[config.mk]
export PLATFORM = sky130hd
export DESIGN_NAME = joystick_cmd_sched
export DESIGN_NICKNAME = d
export VERILOG_FILES = /design/src/rtl/joystick_cmd_sched.sv
export SDC_FILE = /design/constraint.sdc
export NUM_CORES = 1
export LEC_CHECK = 0
export CAP_MARGIN = 0
export CORE_MARGIN = 2
export CORE_UTILIZATION = 54
export CTS_BUF_LIST = sky130_fd_sc_hd__clkbuf_2 sky130_fd_sc_hd__clkbuf_4 sky130_fd_sc_hd__clkbuf_8
export CTS_CLUSTER_SIZE = 28
export DETAILED_ROUTE_END_ITERATION = 7
export GPL_ROUTABILITY_DRIVEN = 0
export PLACE_DENSITY = 0.78
export SKIP_LAST_GASP = 1
export SYNTH_ARGS = -nofsm -noshare
export SYNTH_HDL_FRONTEND = slang
export SYNTH_SLANG_ARGS = --single-unit
export TNS_END_PERCENT = 10
[constraint.sdc]
create_clock -name clk -period 3 [get_ports clk]
set_clock_uncertainty 0.2 [all_clocks]
set_input_delay 0.9 -clock clk [delete_from_list [all_inputs] [get_ports clk]]
set_output_delay 0.9 -clock clk [all_outputs]
set_load 0.02 [all_outputs]
[src/rtl/joystick_cmd_sched.sv]
// Joystick command scheduler: direction auto-repeat, rate-limited fire, one-entry valid/ready command port.
// Optional: define JOYSTICK_FIRE_AUTOREPEAT_EN to re-fire every COOLDOWN_CYC cycles while fire is held.
module joystick_cmd_sched #(
    parameter int DELAY_CYC    = 12000000,
    parameter int REPEAT_CYC   = 3000000,
    parameter int COOLDOWN_CYC = 6000000,
    parameter int CNT_W        = 24
) (
    input  logic       clk,
    input  logic       rst_n,
    input  logic       i_up,
    input  logic       i_down,
    input  logic       i_left,
    input  logic       i_right,
    input  logic       i_fire,
    input  logic       i_ready,
    output logic       o_valid,
    output logic [2:0] o_cmd,
    output logic       o_cooldown
);

    localparam logic [2:0] CMD_NONE  = 3'd0;
    localparam logic [2:0] CMD_UP    = 3'd1;
    localparam logic [2:0] CMD_DOWN  = 3'd2;
    localparam logic [2:0] CMD_LEFT  = 3'd3;
    localparam logic [2:0] CMD_RIGHT = 3'd4;
    localparam logic [2:0] CMD_FIRE  = 3'd5;

    localparam logic [CNT_W-1:0] DELAY_LD  = CNT_W'(DELAY_CYC - 1);
    localparam logic [CNT_W-1:0] REPEAT_LD = CNT_W'(REPEAT_CYC - 1);
    localparam logic [CNT_W-1:0] COOL_LD   = CNT_W'(COOLDOWN_CYC - 1);

    typedef enum logic [1:0] {S_IDLE, S_HOLD, S_REPEAT} state_t;

    state_t           state, state_n;
    logic [CNT_W-1:0] cnt, cnt_n;
    logic [2:0]       dir_q, dir_n, sel_dir;
    logic             step;

    logic [2:0]       move_dir;
    logic             move_pend, fire_pend;
    logic             fire_prev, fire_take;
    logic [CNT_W-1:0] cool;

    logic             load, take_fire, take_move;

    always_comb begin
        if (i_up)         sel_dir = CMD_UP;
        else if (i_down)  sel_dir = CMD_DOWN;
        else if (i_left)  sel_dir = CMD_LEFT;
        else if (i_right) sel_dir = CMD_RIGHT;
        else              sel_dir = CMD_NONE;
    end

    always_comb begin
        // NOTE: every output of this block gets a default first, so no path can infer a latch.
        state_n = state;
        cnt_n   = cnt;
        dir_n   = dir_q;
        step    = 1'b0;
        if (sel_dir == CMD_NONE) begin
            state_n = S_IDLE;
            cnt_n   = '0;
        end else if (state == S_IDLE || sel_dir != dir_q) begin
            dir_n   = sel_dir;
            step    = 1'b1;
            cnt_n   = DELAY_LD;
            state_n = S_HOLD;
        end else if (cnt == '0) begin
            step    = 1'b1;
            cnt_n   = REPEAT_LD;
            state_n = S_REPEAT;
        end else begin
            cnt_n   = cnt - 1'b1;
        end
    end

    // NOTE: sequential state uses non-blocking assignments so every register samples pre-edge values.
    always_ff @(posedge clk or negedge rst_n) begin
        if (!rst_n) begin
            state <= S_IDLE;
            cnt   <= '0;
            dir_q <= CMD_NONE;
        end else begin
            state <= state_n;
            cnt   <= cnt_n;
            dir_q <= dir_n;
        end
    end

`ifdef JOYSTICK_FIRE_AUTOREPEAT_EN
    // Armed only by an accepted fire, so a button held through reset stays silent.
    logic fire_arm;
    assign fire_take = (cool == '0) && i_fire && (!fire_prev || fire_arm);

    always_ff @(posedge clk or negedge rst_n) begin
        if (!rst_n)  fire_arm <= 1'b0;
        else         fire_arm <= i_fire && (fire_arm || fire_take);
    end
`else
    assign fire_take = (cool == '0) && i_fire && !fire_prev;
`endif

    assign o_cooldown = (cool != '0);

    assign load      = !o_valid || i_ready;
    assign take_fire = load && fire_pend;
    assign take_move = load && !fire_pend && move_pend;

    // A new event wins over a same-cycle consume: the output register took the old flag.
    always_ff @(posedge clk or negedge rst_n) begin
        if (!rst_n) begin
            fire_prev <= 1'b1;
            cool      <= '0;
            fire_pend <= 1'b0;
            move_pend <= 1'b0;
            move_dir  <= CMD_NONE;
        end else begin
            fire_prev <= i_fire;
            if (fire_take)         cool <= COOL_LD;
            else if (cool != '0)   cool <= cool - 1'b1;
            fire_pend <= fire_take || (fire_pend && !take_fire);
            move_pend <= step || (move_pend && !take_move);
            if (step) move_dir <= dir_n;
        end
    end

    always_ff @(posedge clk or negedge rst_n) begin
        if (!rst_n) begin
            o_valid <= 1'b0;
            o_cmd   <= CMD_NONE;
        end else if (load) begin
            if (fire_pend) begin
                o_valid <= 1'b1;
                o_cmd   <= CMD_FIRE;
            end else if (move_pend) begin
                o_valid <= 1'b1;
                o_cmd   <= move_dir;
            end else begin
                o_valid <= 1'b0;
                o_cmd   <= CMD_NONE;
            end
        end
    end

endmodule

# Yosys cells after proc, flatten, opt, wreduce, memory -nomap -nowiden
# Cells that the tools add are included.
classes:
  eq_ne: 1
  mux: 21
  addsub: 2
  reduce_logical: 23
ops:
  columns: ["op", "n"]
  rows:
  - ["24-bit two-way mux", 5]
  - ["24-bit zero test", 2]
  - ["24-bit by 1-bit subtractor with 24-bit output (second input constant)", 2]
  - ["3-bit two-way mux", 8]
  - ["24-bit nonzero test", 1]
  - ["1-bit logical AND", 7]
  - ["2-bit two-way mux", 3]
  - ["1-bit zero test", 5]
  - ["1-bit two-way mux", 5]
  - ["1-bit logical OR", 4]
  - ["3-bit zero test", 1]
  - ["3-bit inequality test", 1]
  - ["3-bit nonzero test", 1]
  - ["2-bit zero test", 1]
  - ["2-bit nonzero test", 1]
word_totals:
  output_inout_bits: 5
  ff_bits: 63

# Longest topological paths before layout
# Gate-level depths: netlist (run 1).
logic_depth:
  ltp_word: 9
  mapped_depth: 9

# Least setup slack after synthesis (run 1)
# OpenSTA, ideal clock, no wires.
synth_timing:
  path_type: "register to output"
  startpoint: "register cool[10]"
  endpoint: "output o_cooldown"
  path_buffers: 2
  path_slack_ns: 0.148
  path_stages_with_launch: 7
  t_arrival_ns: 1.752
  cell_sequence: "dfrtp_1 or4_4 nor3b_4 and3_1 buf_6 inv_4 buf_6"
synth_via:
  elab_chain_len: 1
synth_lines:
  columns: ["element", "line_no", "rtl"]
  rows:
  - ["start, declared", "43", "logic [CNT_W-1:0] cool;"]
  - ["start signal, assigned", "121", "else if (cool != '0) cool <= cool - 1'b1;"]
  - ["24-bit nonzero test", "104", "assign o_cooldown = (cool != '0);"]
  - ["end, declared", "19", "output logic o_cooldown"]
# Every way passes these cells.

# Final worst setup path (run 1)
layout_timing:
  startpoint: "register cool[17]"
  endpoint: "output o_cooldown"
# Same word-level chain as after synthesis.

==> impl_metrics.env, run 1 <==
export IMPL_via_per_inst=5.947
export IMPL_ys_flop_type="dfrtp_1"
export IMPL_synth_top_area_cell="dfrtp_1"
export IMPL_synth_area_leaders="dfrtp_1, a21oi_1, xnor2_1"
export IMPL_antenna_found_initial=0
export IMPL_fin_crit_sh_pct=99.68
export IMPL_ioPinCount=13
export IMPL_slew_limit_headroom_pct=64.57
export IMPL_place_area_um2=3674
export IMPL_whs_endpoint="o_cmd[1]"
export IMPL_maxSlewViolCount=0
export IMPL_clk_path_buf_depth=2
export IMPL_syn_num_nets=343
export IMPL_synth_cell_types=57
export IMPL_num_rows=28
export IMPL_critPathKind="flop to output port"
export IMPL_synth_edf_count=0
export IMPL_leakage_nw=1.509
export IMPL_fmax_mhz=334.4
export IMPL_cts_clk_slew_worst_paths_ns=0.06
export IMPL_r2r_end="cool[15]"
export IMPL_htreeDepth=3
export IMPL_vias=2712
export IMPL_routedWlPerCell_um=15.85
export IMPL_avgSynthCellArea_um2=9.976
export IMPL_worstMarginPinSlew_ns=0.5299
export IMPL_cp_max_fo=2
export IMPL_overflow=0
export IMPL_irDropWorstVdd_mv=0.3612
export IMPL_rr_worst_depth=8
export IMPL_cts_root_buf="clkbuf_8"
export IMPL_crit_path_end_kind="output port"
export IMPL_top_layer_used="met4"
export IMPL_final_setup_tns_ns=0
export IMPL_ys_warn_count=0
export IMPL_first_iter_violations=221
export IMPL_met3RoutedLength_um=267
export IMPL_port_buffers=12
export IMPL_syn_inst=331
export IMPL_yosysSeqAreaShare_pct=47.78
export IMPL_grt_pass1_wl_um=12080
export IMPL_track_usage_pct=23.74
export IMPL_critical_path_required_ns=1.90
export IMPL_final_common_cell="dfrtp_1"
export IMPL_dieHeight_um=82.20
export IMPL_power_density_nw_per_um2=518.2
export IMPL_setup_viol=0
export IMPL_drive_above_1_share_pct=19.95
export IMPL_drv_cap=0
export IMPL_min_period_ns=2.990
export IMPL_ys_seq_elements=63
export IMPL_worstPathArrival_ns=1.89
export IMPL_r2r_start="cool[17]"
export IMPL_start_util_pct=55.77
export IMPL_routed_wl_um=7226
export IMPL_cts_tree="yes"
export IMPL_status="finished, final reports clean"
export IMPL_critPathLaunchType="flop"
export IMPL_mostFrequentLayoutCells="dfrtp_1, buf_4, a21oi_1"
export IMPL_syn2layout_area_growth_pct=18.87
export IMPL_yosysTopAreaCellShare_pct=46.99
export IMPL_drt_pass1_iterations=4
export IMPL_hold_path_depth=2
export IMPL_hold_violations=0
export IMPL_drc=0
export IMPL_hpwl_um=4829
export IMPL_stdcell_area_um2=3925
export IMPL_clock_sinks=63
export IMPL_hp_start="o_cmd[1]"
export IMPL_cts_inserted_buffers=9
export IMPL_min_path_type="flop to flop"
export IMPL_wl_met1_um=3467
export IMPL_core_area_um2=5921
export IMPL_rsz0062_at_grt="true"
export IMPL_grt_max_degree=64
export IMPL_clk_latency_ns=0.35
export IMPL_ant_nets=0
export IMPL_synthArstFlopShare_pct=100.0
export IMPL_first_global_vias=2538
export IMPL_die_x_um=82.20
export IMPL_rrSetupSlack_ns=0.39
export IMPL_dieArea_um2=6756
export IMPL_netlist_area_um2=3302
export IMPL_wl_met2_um=3348
export IMPL_final_nets=388
export IMPL_diodes=0
## power breakdown
part / total (mW) / internal [mW] / switching [mW]
clock: 0.757 / 0.433 / 0.324
sequential: 0.991 / 0.922 / 0.0696
combinational: 0.286 / 0.133 / 0.152
total: 2.03 / 1.49 / 0.546
## logic make-up after synthesis
kind of cell               Yosys count  synth area share, %
xor gates and xnor gates            25                6.631
AOI/OAI and AO/OA                   87                15.80
DFF                                 63                47.78
buffers and inverters               24                3.941
muxes                                4                1.213
adders and majority gates            4                1.516
and+or+nand+nor                    124                23.12
## synthesized netlist by cell type, drive strengths merged, types with 4 or more instances
library cell,instances
a21oi,34
buf,7
clkbuf,7
dfrtp,62
ha,4
inv,10
mux2i,4
nand2,17
nand2b,5
nand3,6
nand4,4
nor2,23
nor3,21
nor4,15
o21ai,29
o31ai,4
or3,6
or4,7
xnor2,13
xor2,12
## layer usage
| layer | global-route usage [%] | up-vias |
|---|---|---|
| li1 | - | 1307 |
| met1 | 33.98 | 1335 |
| met2 | 34.44 | 57 |
| met3 | 6.630 | 13 |
| met4 | 8.833 | 0 |
| met5 | 0 | - |
## critical path: stages (launching register included)
cell     delay (ns)
dfrtp_1        0.38
or4_4          0.56
nor4_4         0.20
and3_4         0.26
inv_4          0.04
buf_6          0.12
## state kept, by name, summed over array words and instances (netlist names), 2 cells and up
signal and cells:
move_dir 3, cnt 24, cool 24, o_cmd 3, dir_q 3, state 2
## stage by stage
stage / setup WS (ns) / hold slack (ns) / cells / power [mW] / utilization, %
floorplan: 0.1477 / 0.2522 / 331 / 1.152 / -
global placement: -0.03586 / 0.2666 / 436 / 1.279 / 62.05
detailed placement: -0.07033 / 0.2761 / 436 / 1.288 / 62.05
CTS: -0.02126 / 0.2966 / 454 / 2.040 / 66.04
global route: -0.06552 / 0.3127 / 456 / 2.115 / 66.29
finish: 0.009535 / 0.2928 / 456 / 2.034 / 66.29
## what timing repair did
| action | in CTS | in global routing |
|---|---|---|
| hold buffers | 0 | 0 |
| buffers inserted | 2 | 2 |
| pin swaps | 3 | 2 |
| endpoints found under the setup margin | 1 | 1 |
| gates resized for setup | 9 | 0 |
| hold endpoints to repair | 0 | 0 |
## worst max-delay path by stage
stage / endpoint / slack [ns] / depth (start not counted) / startpoint
4_1_cts: o_cooldown / -0.02 / 5 / cool[17]
6_report: o_cooldown / 0.01 / 5 / cool[17]
3_5_place_dp: o_cooldown / -0.07 / 5 / cool[19]
2_1_floorplan: o_cooldown / 0.15 / 6 / cool[10]
5_1_grt: o_cooldown / -0.07 / 5 / cool[17]
3_3_place_gp: o_cooldown / -0.04 / 5 / cool[19]
## cell type report
type / count / area, um2
repair buffers: 48 / 399.1
multi-input cells: 244 / 1612
well taps: 75 / 93.84
clock inverters: 3 / 42.54
inverters: 10 / 40.04
fillers: 447 / 1996
clock buffers: 13 / 160.2
flip-flops and latches: 63 / 1578
Power figures use the tool's default switching activity.
==> run 2: changes to the inputs <==
ABC_CLOCK_PERIOD_IN_PS = 3000   (was default)
CORE_MARGIN = 5   (was 2)
==> run 2 against run 1 <==
  * Global-route usage fell by 2.3 points
  * Design area rose by 0.73%
  * Fmax rose by 0.20%
  * Die area rose by 15%
  * Register-to-register slack improved by 0.09 ns
  * Core utilization rose by 0.49 points
  * Critical path type unchanged
  * Critical endpoint unchanged
  * Highest routed layer unchanged
==> impl_metrics.env, run 2 (same netlist as run 1, synthesis figures left out) <==
export IMPL_status="finished, final reports clean"
export IMPL_ant_nets=0
export IMPL_mostFrequentLayoutCells="dfrtp_1, buf_4, a21oi_1"
export IMPL_top_regs="cnt (24), cool (24)"
export IMPL_drive_above_1_share_pct=19.95
export IMPL_final_common_cell="dfrtp_1"
export IMPL_maxSlewViolCount=0
export IMPL_start_util_pct=55.77
export IMPL_port_buffers=12
export IMPL_critPathKind="flop to output port"
export IMPL_dieArea_um2=7778
export IMPL_min_path_type="input pin to asynchronous set/reset pin"
export IMPL_clk_latency_ns=0.35
export IMPL_crit_path_end_kind="output port"
export IMPL_htreeDepth=3
export IMPL_r2r_start="cnt[0]"
export IMPL_via_per_inst=5.954
export IMPL_final_fill_count=463
export IMPL_antenna_found_initial=0
export IMPL_drv_cap=0
export IMPL_critPathSlowestCell="or4_4"
export IMPL_syn2layout_area_growth_pct=19.74
export IMPL_vias=2715
export IMPL_worstMarginPinSlew_ns=0.4993
export IMPL_grt_pass1_wl_um=12920
export IMPL_clock_sinks=63
export IMPL_setup_ws_ns=0.01544
export IMPL_setup_viol=0
export IMPL_cp_max_fo=2
export IMPL_min_period_ns=2.985
export IMPL_cts_clk_slew_worst_paths_ns=0.07
export IMPL_register_area_um2=1578
export IMPL_critical_path_required_ns=1.90
export IMPL_crit_start="cool[17]"
export IMPL_routed_wl_um=7296
export IMPL_cpPeakStageDelay_ns=0.56
export IMPL_track_usage_pct=21.45
export IMPL_clk_path_buf_depth=2
export IMPL_cts_inserted_buffers=9
export IMPL_diodes=0
export IMPL_fin_util_pct=66.78
export IMPL_fin_crit_sh_pct=99.49
export IMPL_rsz0062_at_grt="true"
export IMPL_slew_limit_headroom_pct=66.40
export IMPL_core_area_um2=5921
export IMPL_drc=0
export IMPL_die_x_um=88.20
export IMPL_fmax_mhz=335.1
export IMPL_routedWlPerCell_um=16.00
export IMPL_leakage_nw=1.517
export IMPL_multi_input_area_um2=1612
export IMPL_first_iter_violations=180
export IMPL_final_nets=388
export IMPL_cts_tree="yes"
export IMPL_drt_pass1_iterations=5
export IMPL_critPathLaunchType="flop"
export IMPL_cts_root_buf="clkbuf_8"
export IMPL_pre_cts_ws_ns=-0.08255
export IMPL_irDropWorstVdd_mv=0.5503
export IMPL_hold_violations=0
export IMPL_worstPathArrival_ns=1.88
export IMPL_hpwl_um=5053
export IMPL_first_global_vias=2776
export IMPL_power_density_nw_per_um2=536.5
export IMPL_dieHeight_um=88.20
export IMPL_num_rows=28
export IMPL_ioPinCount=13
export IMPL_overflow=0
export IMPL_worstPathCellList="or4_4 -> nor4_4 -> and3_4 -> inv_4 -> buf_6"
export IMPL_grt_max_degree=37
==> run 2: cell types whose count changed in the layout (fill, tap and decap cells not counted) <==
cell and change:
clkbuf_8 +1, bufinv_16 +1, clkinvlp_4 +1, clkbuf_4 -3
==> run 2: path summary, 6_finish.rpt <==
check	slack, ns	end	cells after the start
min reg2reg	0.30	cool[15]	1
max in group asynchronous	1.80	fire_prev	2
max reg2reg	0.48	move_dir[2]	6
min in group clk	0.30	cool[15]	1
min	0.13	cnt[18]	1
max	0.02	o_cooldown	5
==> run 2: area by class of cell <==
class                           instances  share of cell area (%)
Timing Repair Buffer                   48                   10.09
Multi-Input combinational cell        244                   40.76
Inverter                               10                   1.013
Tap cell                               75                   2.373
Clock buffer                           11                   3.829
Clock inverter                          5                   2.025
Sequential cell                        63                   39.91
==> run 2: worst max-delay path, delay by kind of cell, from the launching register on <==
family	cells	cell delay, ns
buffers and inverters	2	0.16
DFF	1	0.38
and+or+nand+nor	3	0.99
==> run 2: routing by layer <==
layer | track usage, % | vias to the layer above | part of all wire (%)
met5 | 0 | - | 0
met4 | 9.478 | 0 | 2.1
met3 | 4.139 | 18 | 4.7
met2 | 32.70 | 79 | 46
met1 | 29.81 | 1317 | 47
li1 | - | 1301 | -
==> run 2: timing repair <==
action	4_1_cts	5_1_grt
setup buffers	2	0
endpoints found under the setup margin	1	1
endpoints found under the hold margin	0	0
resized for setup	9	0
pin swaps	3	2
hold buffers	0	0
==> run 2: through the flow <==
stage / TNS (ns) / cell area, um2 / cells / hold slack (ns) / power, mW
2_1_floorplan: 0 / 3302 / 331 / 0.2522 / 1.152
3_3_place_gp: -0.03224 / 3689 / 438 / 0.2675 / 1.274
3_5_place_dp: -0.1195 / 3689 / 438 / 0.2698 / 1.288
4_1_cts: -0.04393 / 3954 / 456 / 0.1340 / 2.130
5_1_grt: -0.03855 / 3954 / 456 / 0.1439 / 2.217
6_report: 0 / 3954 / 456 / 0.1347 / 2.121
==> run 2: power by group <==
part           internal, mW  total, mW  switching, mW
Clock                 0.511      0.845          0.334
Combinational         0.131      0.282          0.151
Sequential            0.922      0.994         0.0723
Total                  1.56       2.12          0.557
==> RTL edit, RTL diff (config.mk and constraints of run 2) <==
Set the parameter `CNT_W` to 48 (it was 24).
--- a/src/rtl/joystick_cmd_sched.sv
+++ b/src/rtl/joystick_cmd_sched.sv
@@ -6,3 +6,3 @@
     parameter int COOLDOWN_CYC = 6000000,
-    parameter int CNT_W        = 24
+    parameter int CNT_W        = 48
 ) (
Function: no difference found for any inputs over 10 cycles, from zero or initial values and one cycle with rst_n low; that may be too few to reach the edited logic, so the function may still have changed.
==> RTL edit against run 2 <==
- the run now ends with negative setup slack left
- combinational power increased by 72%
- synthesized area increased by 64%
- die area increased by 56%
- power increased by 44%
- cell area increased by 64%
- setup slack got worse by 0.51 ns
- synthesized cell count increased by 61%
- routed wire length increased by 52%
- count of clock-buffer cells in the layout decreased by 2
- sequential cell count increased by 48
- sequential power increased by 66%
- sequential share of layout area increased by 2.9 points
- critical path type unchanged
- largest cell class is now flip-flops and latches
==> RTL edit: results (changes against run 2) <==
[logic_synthesis]
avgSynthCellArea_um2 = 10.1  ; +1.6%
yosysUniqueCellTypes = 58  ; +1.8%
syn-num-nets = 545  ; +59%
synth.mux.area_fraction_pct = 0.371  ; -0.84 points
synthXorXnorAreaFrac_pct = 11.5  ; +4.9 points
synth_compound_area_share_pct = 7.97  ; -7.8 points
yosys-top-cells-area = dfrtp_1, xnor2_1, nor2_1
synth_commonest_cells = dfrtp_1, nor2_1, xnor2_1
ys_warn_count = 0  ; unchanged
synthAdderAreaFrac_pct = 0.926  ; -0.59 points
seq_area_frac_synth_pct = 51.4  ; +3.7 points

[global_route]
grt.met2_usage_pct = 36.1  ; +3.4 points
grt_pass1_vias = 4381  ; +58%
grtUsageTotal_pct = 20.3  ; -1.2 points
grt_util_met1_pct = 24.0  ; -5.8 points
grt_max_degree = 78  ; +110%
use_met3_pct = 4.25  ; +0.11 points
grt_first_pass_wirelength_um = 19400  ; +50%

[timing]
setup-tns-final_ns = -0.493  ; -0.493 ns
holdWs_ns = 0.271  ; +0.136 ns
fin_ws_ns = -0.493  ; -0.508 ns
maxSlewHeadroom_pct = 63.8  ; -2.6 points
setup_viol = 1  ; +1

[power]
swShare_pct = 26.9  ; +0.64 points
p_seq_share_pct = 54.1  ; +7.2 points
vdd_drop_max_mv = 0.343  ; -38%
p_leak_nw = 2.86  ; +89%
p_switching_uw = 820  ; +47%
clockPowerShare_pct = 30.0  ; -9.8 points

[clock_tree]
clkTransAtPathRegs_ns = 0.11  ; +0.04 ns
cts_setup_buffers = 0  ; -2
htreeDepth = 3  ; unchanged
clk_latency_ns = 0.38  ; +0.03 ns

[status]
outcome = finished with violations
violations = negative setup slack

[layout]
largestRegisters = cnt (48), cool (48)
nets = 633  ; +63%
drive_gt1_share_pct = 20.3  ; +0.34 points

[detailed_routing]
wl_met2_um = 5690  ; +70%
vias = 4207  ; +55%
dr.max_layer_used = met4
wl_met3_um = 294  ; -15%
drt_iter0_markers = 168  ; -6.7%
wl_met1_um = 4850  ; +41%
wl_per_cell_um = 14.6  ; -8.9%
drtPass1Iterations = 4  ; -1
routed_wirelength_um = 11100  ; +52%

[setup_path]
r2r_setup_slack_ns = 0.02  ; -0.46 ns
rr_startpoint = cool[11]
critPathMaxStageDelay_ns = 0.55
rr_worst_depth = 7  ; +1
worstPathArrival_ns = 2.39  ; +0.51 ns
r2r-end = cool[36]

[hold_path]
min_to = cool[44]
holdCritPathClass = reg2reg

[placement]
place_hpwl_um = 8060  ; +60%
place_inst = 743  ; +70%
io_buffers = 12  ; unchanged
place_area_um2 = 6280  ; +70%
pre_cts_ws_ns = -0.364  ; -0.281 ns

==> RTL edit: cell types whose count changed after synthesis, sizes merged, moves of 9 or more <==
cell and change:
nor3 +23, nand2 +11, a21oi -13, nand3 +9, xnor2 +36, nor4 +11
nor2 +45, dfrtp +48, o21ai -11, a211oi +11, xor2 +10
==> RTL edit: cell type report <==
class | count | area (µm²)
fill | 747 | 3290
sequential | 111 | 2780
multi-input combinational | 396 | 2530
timing repair buffer | 93 | 764
tap | 133 | 166
clock buffer | 9 | 124
clock inverter | 7 | 80.1
inverter | 10 | 42.5
==> RTL edit: kinds of logic after synthesis <==
logic type	Yosys count
AOI/OAI and AO/OA	70
xor gates and xnor gates	71
adders and majority gates	4
buffers and inverters	26
DFF	111
muxes	2
and+or+nand+nor	249
==> RTL edit: repair_timing <==
| action | CTS | global route |
|---|---|---|
| hold buffers | 0 | 0 |
| resized for setup | 4 | 0 |
| endpoints found under the setup margin | 1 | 8 |
